$ cat config.mk
export PLATFORM = sky130hd
export DESIGN_NAME = pic_irq_request_register
export DESIGN_NICKNAME = d
export VERILOG_FILES = /design/src/rtl/pic_irq_request_register.sv
export SDC_FILE = /design/constraint.sdc
export NUM_CORES = 1
export LEC_CHECK = 0
export BUFFER_PORTS_ARGS = -buffer_cell sky130_fd_sc_hd__buf_2
export CORE_AREA = 3 3 45 88
export DETAILED_ROUTE_END_ITERATION = 12
export DIE_AREA = 0 0 48 91
export PLACE_DENSITY = 0.84
export RECOVER_POWER = 25
export REMOVE_ABC_BUFFERS = 1
export SYNTH_ARGS = -nofsm -noshare
export SYNTH_HDL_FRONTEND = slang
export SYNTH_SLANG_ARGS = --single-unit
$ cat constraint.sdc
create_clock -name clk -period 2.13 [get_ports clk]
set_clock_uncertainty 0.05 [all_clocks]
set_input_delay 0.426 -clock clk [delete_from_list [all_inputs] [get_ports clk]]
set_output_delay 0.426 -clock clk [all_outputs]
set_load 0.1 [all_outputs]
$ cat src/rtl/pic_irq_request_register.sv
// rtl/pic_irq_request_register.sv - IR pin synchroniser, trigger-mode logic and IRR for the 8259A-style PIC
//
// Ports:
//   clk          in   system clock, rising edge
//   rst_n        in   asynchronous active-low reset
//   ir[7:0]      in   raw interrupt request pins (asynchronous)
//   ltim         in   trigger mode: 0 = edge, 1 = level
//   init_clr     in   ICW1 write pulse: clears IRR and re-arms edge detection
//   freeze       in   INTA sequence in progress: IRR holds, edges are parked in held_edge
//   ack_valid    in   resolver acknowledge pulse for line ack_id
//   ack_id[2:0]  in   acknowledged line index
//   imr[7:0]     in   interrupt mask, 1 = masked
//   irr[7:0]     out  registered interrupt request register
//   int_req      out  any unmasked pending request
//   ack_spurious out  one-cycle pulse: acknowledge hit a line that was idle or masked

module pic_irq_request_register #(
    parameter int SYNC_STAGES = 2,   // 2..4
    parameter int EDGE_HOLD   = 1    // 1: edge request drops when its line falls before ack
) (
    input  logic       clk,
    input  logic       rst_n,
    input  logic [7:0] ir,
    input  logic       ltim,
    input  logic       init_clr,
    input  logic       freeze,
    input  logic       ack_valid,
    input  logic [2:0] ack_id,
    input  logic [7:0] imr,
    output logic [7:0] irr,
    output logic       int_req,
    output logic       ack_spurious
);

    logic [7:0] sync_q [SYNC_STAGES];
    logic [7:0] ir_s;
    logic [7:0] ir_d;
    logic [7:0] held_edge;
    logic [7:0] rise;
    logic [7:0] ack_sel;
    logic [7:0] ack_hit;
    logic [7:0] irr_n;
    logic [7:0] held_n;
    logic [7:0] ir_d_n;
    logic       spurious_n;

    always_ff @(posedge clk or negedge rst_n) begin
        if (!rst_n) begin
            for (int s = 0; s < SYNC_STAGES; s++) begin
                sync_q[s] <= 8'h00;
            end
        end else begin
            sync_q[0] <= ir;
            for (int s = 1; s < SYNC_STAGES; s++) begin
                sync_q[s] <= sync_q[s-1];
            end
        end
    end

    assign ir_s = sync_q[SYNC_STAGES-1];
    // ir_d resets to 0, so a line already high at reset release yields a rise.
    assign rise = ir_s & ~ir_d;

    // An acknowledge only clears a bit that is pending and unmasked; anything
    // else is spurious and leaves the IRR alone.
    assign ack_sel    = ack_valid ? (8'h01 << ack_id) : 8'h00;
    assign ack_hit    = ack_sel & irr & ~imr;
    assign spurious_n = ack_valid && (!irr[ack_id] || imr[ack_id]);

    always_comb begin
        irr_n  = irr;
        held_n = 8'h00;
        // Forcing ir_d high after ICW1 masks lines that are already high
        // until they go low and high again.
        ir_d_n = init_clr ? 8'hFF : ir_s;
        for (int i = 0; i < 8; i++) begin
            if (init_clr) begin
                irr_n[i]  = 1'b0;
                held_n[i] = 1'b0;
            end else begin
                // Edges seen while frozen are parked and released afterwards.
                held_n[i] = freeze ? (held_edge[i] | (rise[i] & ~ltim)) : 1'b0;
                if (ack_hit[i]) begin
                    // A fresh edge coinciding with the ack is a new request.
                    irr_n[i] = ~ltim & rise[i];
                end else if (freeze) begin
                    irr_n[i] = irr[i];
                end else if (ltim) begin
                    irr_n[i] = ir_s[i];
                end else if (EDGE_HOLD != 0) begin
                    irr_n[i] = (irr[i] | rise[i] | held_edge[i]) & ir_s[i];
                end else begin
                    irr_n[i] = irr[i] | rise[i] | held_edge[i];
                end
            end
        end
    end

    always_ff @(posedge clk or negedge rst_n) begin
        if (!rst_n) begin
            ir_d         <= 8'h00;
            irr          <= 8'h00;
            held_edge    <= 8'h00;
            ack_spurious <= 1'b0;
        end else begin
            ir_d         <= ir_d_n;
            irr          <= irr_n;
            held_edge    <= held_n;
            ack_spurious <= spurious_n;
        end
    end

    assign int_req = |(irr & ~imr);

endmodule

**Word level (Yosys, flattened, before mapping)**

Cells that the tools add are included.

- Bitwise operators: 47
- Reductions and logical operators: 4
- Muxes and demuxes: 54
- Shifts and indexed selects: 1
- Equality and inequality tests: 8
- Order comparisons: 1

Operators with widths:

| cell | count |
|---|---|
| two-way mux 1 bit | 50 |
| bitwise AND 8 bit | 4 |
| inequality test 3 x 2 -> 1 bit (second input constant) | 8 |
| OR 1 bit | 24 |
| bitwise AND 1 bit | 16 |
| two-way mux 8 bit | 2 |
| NOT 8 bit | 2 |
| OR reduction 8 bit | 1 |
| << shifter 1 x 3 -> 8 bit (first input constant) | 1 |
| binary-select mux 1 bit (select 3 bit) | 2 |
| less-than comparator 3 x 4 -> 1 bit (second input constant) | 1 |
| logical AND 1 bit | 1 |
| logical NOT 1 bit | 1 |
| logical OR 1 bit | 1 |
| NOT 1 bit | 1 |

- Register bits after elaboration: 41
- Output and inout bits: 10

**Longest topological paths before layout**

- Depth after elaboration: 9
- Mapped depth: 7

**Worst setup path before layout**

Ideal clock, no wire load.

- Path type: reg-to-output
- Start point: reg irr[5]
- End point: out int_req
- Cell stages (with the launch flop): 4
- Required time: 1.654 ns
- Setup slack: -0.426 ns
- Data arrival time: 2.080 ns
- Cell sequence: dfrtp_1 > nand2b_1 > nand4_1 > or4b_2

- Longest elaborated chain between the ends: 2

RTL lines:

| element | line | source |
|---|---|---|
| from (decl) | 30 | `output logic [7:0] irr,` |
| from (signal assigned) | 107 | `irr <= irr_n;` |
| bitwise AND 8 bit | 113 | `assign int_req = \|(irr & ~imr);` |
| OR reduction 8 bit | 113 |  |
| to (decl) | 31 | `output logic int_req,` |

No other way between the ends.

**Worst setup path after layout**

- Start point: reg irr[0]
- End point: out int_req

The elaborated chain is that of the path after synthesis.

==> metrics.md <==
| Metric | Value |
|---|---|
| Tcrit/Tclk final | 98.5% |
| Critical Path AT | 1.62 ns |
| Synthesized cell area | 1770 um^2 |
| Pre-antenna DRT Iters | 4 |
| RSZ-0062 raised after global routing | yes |
| EDFF count, synth | 0 |
| Share of cells above drive strength 1 | 34.3% |
| PwrDens | 761 nW/um^2 |
| Outcome | finished clean |
| Overall global routing resource usage | 17.4% |
| N_diodes | 0 |
| Nets | 231 |
| Ys async rst share | 100% |
| Largest fanout on the critical path | 3 |
| Post-DRT Antenna Nets | 0 |
| Worst Setup Start Kind | flop |
| Final wirelength | 3.49 mm |
| Vias | 1389 |
| Worst-Margin Slew | 1.08 ns |
| Slowest CP cell | or4b_4 |
| Design Area, Final | 2110 um^2 |
| GPL Wtd Cong | 0.916 |
| Core Box Area | 3380 um^2 |
| Port bufs | 34 |
| CTS clock-pin slew for the worst setup and hold paths | 0.07 ns |
| Filler instances | 297 |
| Layout Cells excl Fill | 239 |
| Syn Inst Count | 161 |
| Leakage Power | 0.974 nW |
| Routed WL per cell | 14.6 um |
| Most common cell in the netlist | dfrtp_1 |
| Normalized max-slew margin | 28.3% |
| Placed instance area | 2010 um^2 |
| Critical path buffers and inverters | 1 |
| Largest net degree at the start of global routing | 24 |
| Hold Crit Class | input pin to flop |
| Initial antenna violation count | 0 |
| Aggregate global routing overflow | 0 |
| TritonCTS clock tree | yes |
| CP Cell Sequence | nand2b_1 > nand4_1 > or4b_4 > buf_12 |
| First-pass GRT wire length | 5.44 mm |
| Die Area | 4370 um^2 |
| Clock tree buffer depth | 2 |
| H-tree levels | 2 |
| Sequential fraction of the synthesis area | 58.0% |
| Drt drc | 0 |
| WP data required | 1.65 ns |
| Total CTS buffers | 5 |
| # placed instances | 230 |
| Fmax | 0.476 GHz |
| Num rows | 30 |
| CP max stage delay | 0.53 ns |
| Area leader, netlist | dfrtp_1 |
| DR vias/cell | 5.81 |
| FF/Latch Area | 1030 um^2 |
| Max Cap Viol | 0 |
| Number of global-route vias before repair | 1290 |
| Clock latency on the worst-skew pair | 0.29 ns |
| I/O pin count | 35 |
| CTS sink count | 41 |
| Area of the multi-input gates | 673 um^2 |
| Power Total | 0.00161 W |
| Cell variety after synth | 32 |
| Ys flop type | dfrtp_1 |
| Flop and latch count out of synthesis | 41 |
| Final Hold Vio Count | 0 |
| Fin crit period | 2.10 ns |
| Kind of end point of the critical path | primary output |
| YS warnings | 0 |
| Area grow syn2layout | 19.5% |
| Post-CTS Hold Buffers | 0 |
| Peak supply drop | 514 uV |
| Mapped Avg Cell Area | 11.0 um^2 |
| Max Transition Viols Final | 0 |
| Synth area leaders | dfrtp_1 58%, a21oi_1 5.9%, nor2_1 4.7% |
| Hold_ws | 0.191 ns |
| Die Ht | 91 um |
| Initial core utilization | 52.3% |
| Synth top cells by count | 41 x dfrtp_1, 22 x nor2_1, 21 x a21oi_1, 9 x or2_2, 8 x or3b_2 |
| Synth top area share | 58.0% |
| Root Buffer | clkbuf_8 |
| Worst path top cell family by delay | simple AND/OR/NAND/NOR gates |
| Initial DRC Count | 54 |
| CP Class | flop to primary output |
| Dpl hpwl | 2.51 mm |
| Number of setup violations in the final report | 0 |
| Die width | 48 um |
[worst register-to-register path: stages, from the launching register on]
cell and delay [ns]:
dfrtp_1 0.40, nand2b_1 0.09, buf_4 0.15, or4b_1 0.48, or4b_1 0.18, o31ai_1 0.06
[layout by cell type, fill, tap and decap left out, types with 2 or more instances in the layout]
cell	Yosys	layout
a31oi_1	4	4
or2_2	9	9
clkbuf_8	0	5
or3_1	5	5
a211o_1	2	2
o31ai_1	2	2
inv_1	2	2
nand2b_1	7	7
or3b_2	8	8
or4b_1	3	3
nor2b_1	2	2
nor4b_1	2	2
nand4_1	2	2
nor4_1	2	2
dfrtp_1	41	41
nand2_1	5	5
a21oi_1	21	21
buf_12	1	2
buf_2	3	32
buf_4	1	11
nor2_1	22	22
nand3_1	5	5
clkbuf_1	2	4
[flip-flops by register name (all words and copies together), names as in the netlist]
name,count
sync_q,8
held_edge,8
irr,8
ir_s,8
ack_spurious,1
ir_d,8
[metrics by stage]
stage          setup TNS (ns)  utilization, %  setup WS (ns)
2_1_floorplan          -0.426               -         -0.426
3_3_place_gp          -0.0930            59.4        -0.0930
3_5_place_dp          -0.0910            59.4        -0.0910
4_1_cts                     0            62.4        0.00802
5_1_grt               -0.0550            62.6        -0.0550
6_report                    0            62.6         0.0312
[layer usage]
layer	track usage, %	routed length (um)
met1	19.2	1430
met2	29.0	1790
met3	3.57	157
met4	8.99	114
met5	0	0
[where the power goes]
part           switching, W  internal, W
combinational      0.000196     0.000103
sequential        0.0000219     0.000814
clock              0.000240     0.000233
[cell families (layout without fill, tap and decap cells)]
family | after synthesis | after routing | synth area share [%]
flip-flops | 41 | 41 | 58.0
AO/OA/AOI/OAI | 32 | 32 | 10.6
AND/OR/NAND/NOR | 77 | 77 | 26.0
buffers and inverters | 10 | 56 | 4.10
multiplexers | 1 | 1 | 1.27
[path summary, 6_finish.rpt]
kind | endpoint | cells past startpoint | slack, ns | startpoint
min in group asynchronous | ir_s[1]$_DFF_PN0_ | 1 | 0.26 | rst_n
min | sync_q[8]$_DFF_PN0_ | 1 | 0.19 | ir[0]
max reg2reg | irr[2]$_DFFE_PN0P_ | 5 | 0.62 | irr[2]$_DFFE_PN0P_
max in group asynchronous | ir_s[5]$_DFF_PN0_ | 2 | 1.09 | rst_n
max | int_req | 4 | 0.03 | irr[0]$_DFFE_PN0P_
min reg2reg | ir_s[7]$_DFF_PN0_ | 0 | 0.30 | sync_q[15]$_DFF_PN0_
[area by class of cell]
cell class,count,share of cell area [%]
sequential,41,48.5
tap,32,1.89
timing repair buffer,46,13.6
multi-input combinational,110,31.9
inverter,2,0.355
clock buffer,8,3.79
[timing repair]
action | CTS | global route
gates resized for setup | 5 | 0
pin swaps | 2 | 0
endpoints found under the setup margin | 1 | 1
setup buffers | 0 | 1
(Power assumes the default switching activity.)
